**src/rtl/decode_queue.sv**
```systemverilog
// Fetch-to-decode FIFO: classifies each ARMv4 instruction word into its decode
// family on push and presents the pre-decoded head entry to the execute side.
`timescale 1ns/1ps
module decode_queue #(
  parameter int DEPTH        = 4,
  parameter bit EXT_FAMILIES = 1'b1
) (
  input  logic                         clk,
  input  logic                         rst_n,
  input  logic                         in_valid,
  output logic                         in_ready,
  input  logic [31:0]                  in_ir,
  input  logic                         flush,
  output logic                         out_valid,
  input  logic                         out_ready,
  output logic [31:0]                  out_ir,
  output logic [3:0]                   out_cond,
  output logic [18:0]                  out_fam,
  output logic [4:0]                   out_fam_num,
  output logic                         out_unsup,
  output logic [$clog2(DEPTH+1)-1:0]   count
);

  localparam int AW = $clog2(DEPTH);
  localparam int CW = $clog2(DEPTH+1);

  typedef struct packed {
    logic [31:0] ir;
    logic [18:0] fam;
    logic [4:0]  fam_num;
    logic        unsup;
  } entry_t;

  entry_t          mem [DEPTH];
  entry_t          w_entry;
  entry_t          head;
  logic [AW-1:0]   wr_ptr, rd_ptr;
  logic [4:0]      w_num;
  logic            w_sup;
  logic            push, pop;

  // Family decode of the incoming word; priority follows the if/else order.
  // NOTE: every variable written here gets a default first so no latch is inferred.
  always_comb begin
    w_num = 5'd0;
    w_sup = 1'b1;
    case (in_ir[27:25])
      3'b000: begin
        if (in_ir[24:22] == 3'b000 && in_ir[7:4] == 4'b1001)       w_num = 5'd3;
        else if (in_ir[24:23] == 2'b01 && in_ir[7:4] == 4'b1001)   w_num = 5'd4;
        else if (in_ir[24:23] == 2'b10 && in_ir[21:20] == 2'b00)
          w_num = (in_ir[7:4] == 4'b1001) ? 5'd12 : 5'd5;
        else if (in_ir[24:23] == 2'b10 && in_ir[21:20] == 2'b10 && !in_ir[4])
          w_num = 5'd7;
        else if (!in_ir[4])  w_num = 5'd1;
        else if (!in_ir[7])  w_num = 5'd2;
        else if (!in_ir[22]) w_num = 5'd11;
        else                 w_num = 5'd10;
      end
      3'b001:  w_num = (in_ir[24:23] == 2'b10 && in_ir[21:20] == 2'b10) ? 5'd6 : 5'd0;
      3'b010:  w_num = 5'd8;
      3'b011:  w_num = in_ir[4] ? 5'd15 : 5'd9;
      3'b100:  w_num = 5'd13;
      3'b101:  w_num = 5'd14;
      default: begin
        if (EXT_FAMILIES) begin
          if (!in_ir[25])      w_num = 5'd16;
          else if (!in_ir[24]) w_num = 5'd17;
          else                 w_num = 5'd18;
        end else begin
          w_sup = 1'b0;
        end
      end
    endcase
  end

  always_comb begin
    w_entry.ir      = in_ir;
    w_entry.fam     = w_sup ? (19'd1 << w_num) : 19'd0;
    w_entry.fam_num = w_num;
    w_entry.unsup   = !w_sup || (in_ir[31:28] == 4'hF);
  end

  assign in_ready  = (count != CW'(DEPTH));
  assign out_valid = (count != '0);
  assign push      = in_valid && in_ready;
  assign pop       = out_valid && out_ready;

  // NOTE: entry storage has no reset; the head is masked by out_valid, so stale
  // contents are never observable and the array stays plain RAM.
  always_ff @(posedge clk) begin
    if (push && !flush) mem[wr_ptr] <= w_entry;
  end

  // Flush outranks push/pop; pointers wrap naturally because DEPTH is a power of two.
  // NOTE: sequential state uses non-blocking assignments only.
  always_ff @(posedge clk or negedge rst_n) begin
    if (!rst_n) begin
      wr_ptr <= '0;
      rd_ptr <= '0;
      count  <= '0;
    end else if (flush) begin
      wr_ptr <= '0;
      rd_ptr <= '0;
      count  <= '0;
    end else begin
      if (push) wr_ptr <= wr_ptr + 1'b1;
      if (pop)  rd_ptr <= rd_ptr + 1'b1;
      case ({push, pop})
        2'b10:   count <= count + 1'b1;
        2'b01:   count <= count - 1'b1;
        default: ;
      endcase
    end
  end

  assign head        = out_valid ? mem[rd_ptr] : '0;
  assign out_ir      = head.ir;
  assign out_cond    = head.ir[31:28];
  assign out_fam     = head.fam;
  assign out_fam_num = head.fam_num;
  assign out_unsup   = head.unsup;

endmodule

```
**config.mk**
```make
export PLATFORM = sky130hd
export DESIGN_NAME = decode_queue
export DESIGN_NICKNAME = d
export VERILOG_FILES = /design/src/rtl/decode_queue.sv
export SDC_FILE = /design/constraint.sdc
export NUM_CORES = 1
export LEC_CHECK = 0
export ABC_CLOCK_PERIOD_IN_PS = 7770
export CAP_MARGIN = 20
export CORE_MARGIN = 5
export CORE_UTILIZATION = 25
export CTS_BUF_LIST = sky130_fd_sc_hd__clkbuf_8
export DETAILED_ROUTE_END_ITERATION = 16
export SLEW_MARGIN = 30
export SYNTH_ARGS = -nofsm -noshare
export SYNTH_HDL_FRONTEND = slang
export SYNTH_SLANG_ARGS = --single-unit
```
**constraint.sdc**
```tcl
create_clock -name clk -period 7.77 [get_ports clk]
set_input_delay 1.554 -clock clk [delete_from_list [all_inputs] [get_ports clk]]
set_output_delay 1.554 -clock clk [all_outputs]
set_load 0.03 [all_outputs]
```
==> flow_metrics.env <==
export IMPL_seqPwrFrac_pct=38.2
export IMPL_criticalPathCategory="reg2out"
export IMPL_syn_nets=538
export IMPL_syn_inst=494
export IMPL_clk_path_buf_depth=3
export IMPL_cp_arrival_ns=3.49
export IMPL_cts_resized=0
export IMPL_grt_pass1_wl_um=32800
export IMPL_slew_viol_final=0
export IMPL_crit_required_ns=6.22
export IMPL_cp_end_kind="primary output"
export IMPL_cp_max_fo=35
export IMPL_ys_types=58
export IMPL_cp_slowest_cell="dfrtp_4"
export IMPL_hold_viol=0
export IMPL_drc=0
export IMPL_min_to="wr_ptr[1]"
export IMPL_tns_ns=0
export IMPL_gr_total_overflow=0
export IMPL_yosysSeqAreaShare_pct=72.0
export IMPL_drt_total_wl_um=21200
export IMPL_dieArea_um2=43000
export IMPL_antenna_cells=0
export IMPL_row_count=72
export IMPL_crit_path_max_incr_delay_ns=0.93
export IMPL_status="complete, no violations"
export IMPL_ys_top_cells_by_count="edfxtp_1, and2_1, mux4_2"
export IMPL_grt_setup_unrepaired="false"
export IMPL_core_area_um2=38600
export IMPL_min_period_over_period_pct=64.9
export IMPL_net_switching_power_uw=1400
export IMPL_whs_ns=0.600
export IMPL_fmaxAchievable_mhz=198
export IMPL_async_reset_ff_share_pct=2.98
export IMPL_synth_edf_count=228
export IMPL_powerDensity_nw_per_um2=338
export IMPL_via_count=4944
export IMPL_ir_drop_uv=218
export IMPL_worst_setup_path_start_kind="flop"
export IMPL_r2r_worst_path_cells=4
export IMPL_clkLatencyLatePin_ns=0.54
export IMPL_drt_first_pass_iters=4
export IMPL_dp_hpwl_um=12300
export IMPL_comb_power_share_pct=36.0
export IMPL_ios=103
export IMPL_cts_setup_buffers=0
export IMPL_r2r_start="count[0]"
export IMPL_yosysMostFrequentCell="edfxtp_1"
export IMPL_grt_max_degree=59
export IMPL_hold_class="reg2reg"
export IMPL_min_delay_start="wr_ptr[1]"
export IMPL_areaGrowthSynthToFinish_pct=24.3
export IMPL_yosys_top_cells_area="edfxtp_1, mux4_2, and2_1"
export IMPL_tightest_slew_ns=0.953
export IMPL_yosysTopAreaCell="edfxtp_1"
export IMPL_finalSetupViolCount=0
export IMPL_path_delay_family="buffers and inverters"
export IMPL_root_buffer="clkbuf_8"
export IMPL_synth_seq_cells=235
export IMPL_period_minus_slack_ns=5.04
export IMPL_die_h_um=207
export IMPL_via_per_inst=4.25
export IMPL_grt_pass1_vias=5433
export IMPL_r2r_end="mem[1][41]"
export IMPL_ant_nets=0
export IMPL_wl_per_cell_um=18.2
export IMPL_p_leak_uw=0.00382
export IMPL_chipWidth_um=207
export IMPL_routabilityCongestion=0.663
export IMPL_maxCapViolCount=0
export IMPL_ctsHoldBuffers=0
export IMPL_relSlewSlack_pct=36.5
export IMPL_cts_buffers=40
export IMPL_final_setup_skew_ns=0.0145
export IMPL_drtIter0Drc=177
export IMPL_cts_tree="done"
export IMPL_synth_top_flop_cell="edfxtp_1"
export IMPL_yosys_warnings=0
export IMPL_clock_sinks=235
export IMPL_path_cells="buf_4, mux4_2, and2_1, clkdlybuf4s50_1"
export IMPL_reg2reg_slack_ns=5.41
export IMPL_place_port_buffers=102
export IMPL_grtUsageTotal_pct=9.83
export IMPL_initial_core_util_pct=25.2
export IMPL_swShare_pct=34.3
export IMPL_clkSlewWorstSetupHoldPaths_ns=0.06
export IMPL_path_buf_inv=2
export IMPL_p_int_uw=2690
export IMPL_layout_nets=658
export IMPL_synth_area_per_cell_um2=19.7
export IMPL_antenna_found_initial=0
export IMPL_clock_power_share_pct=25.8
export IMPL_synth_area_um2=9750
export IMPL_hold_depth=2
export IMPL_drive_above_1_share_pct=22.8
export IMPL_synth_top_area_share_pct=70.2
export IMPL_htreeDepth=2
-- power groups by stage --
stage	Clock (µW)	Combinational, µW	Sequential, µW
2_1_floorplan	0	955	1550
4_1_cts	1100	1520	1570
5_1_grt	1160	1580	1580
3_3_place_gp	0	1500	1590
3_5_place_dp	0	1510	1590
6_report	1060	1470	1560
-- per-layer routing --
layer	wire, µm	track usage [%]
met1	9120	12.3
met2	10300	16.5
met3	1230	2.81
met4	476	3.24
met5	0	0
-- stage by stage --
stage	setup WS, ns	util (%)	instance area (µm²)	power, µW	std cells
floorplan	4.09	-	9750	2510	494
global placement	3.00	29.2	11300	3090	1087
detailed placement	2.95	29.3	11300	3100	1088
CTS	2.58	31.2	12100	4190	1160
global route	2.46	31.3	12100	4320	1162
finish	2.73	31.3	12100	4090	1162
-- layout make-up --
cell class	count	area (µm²)
Clock inverter	32	203
Fill cell	3764	26500
Tap cell	518	648
Timing Repair Buffer	108	1100
Multi-Input combinational cell	223	2560
Sequential cell	235	7030
Inverter	6	22.5
Clock buffer	40	551
-- state kept, by name, summed over array words and instances (netlist names) --
name    flops
rd_ptr      2
count       3
mem       228
wr_ptr      2
-- cell usage in the layout (no fill, tap or decap), types with 3 or more instances in the layout --
cell and instances:
and2_4 5, a21oi_1 4, nor2b_1 4, o21ai_0 3, clkinv_2 8, nand2_1 8, clkdlybuf4s50_1 102, clkbuf_8 40
dfrtp_1 5, nor3_2 3, xnor2_1 3, inv_1 14, and2_1 58, nand3_1 6, clkinv_1 10, buf_4 3
edfxtp_1 228, nand2b_1 4, buf_12 3, ha_1 6, nor2_1 15, mux4_2 57
-- tightest hold or removal path, delay by kind of cell (launching register included) --
family / cells / cell delay [ns]
AO/OA/AOI/OAI: 1 / 0.06
flip-flops: 1 / 0.43
AND/OR/NAND/NOR: 1 / 0.08
-- cell families after synthesis --
logic type	after synthesis	synth area share, %
AO/OA/AOI/OAI	23	2.31
XOR/XNOR	5	0.449
adder cells (fa/ha/maj)	7	0.975
buffers and inverters	36	1.84
flip-flops	235	72.0
multiplexers	58	13.3
AND/OR/NAND/NOR	130	9.13
-- worst max path at each step --
stage               cells after the start       from           to
floorplan                               3      flush    mem[0][0]
global placement                        7  in_ir[26]   mem[0][21]
detailed placement                      7  in_ir[26]   mem[1][21]
CTS                                     4  rd_ptr[0]  out_fam[15]
global route                            4  rd_ptr[0]  out_fam[18]
finish                                  4  rd_ptr[0]  out_fam[15]
Power figures use the tool's default switching activity.
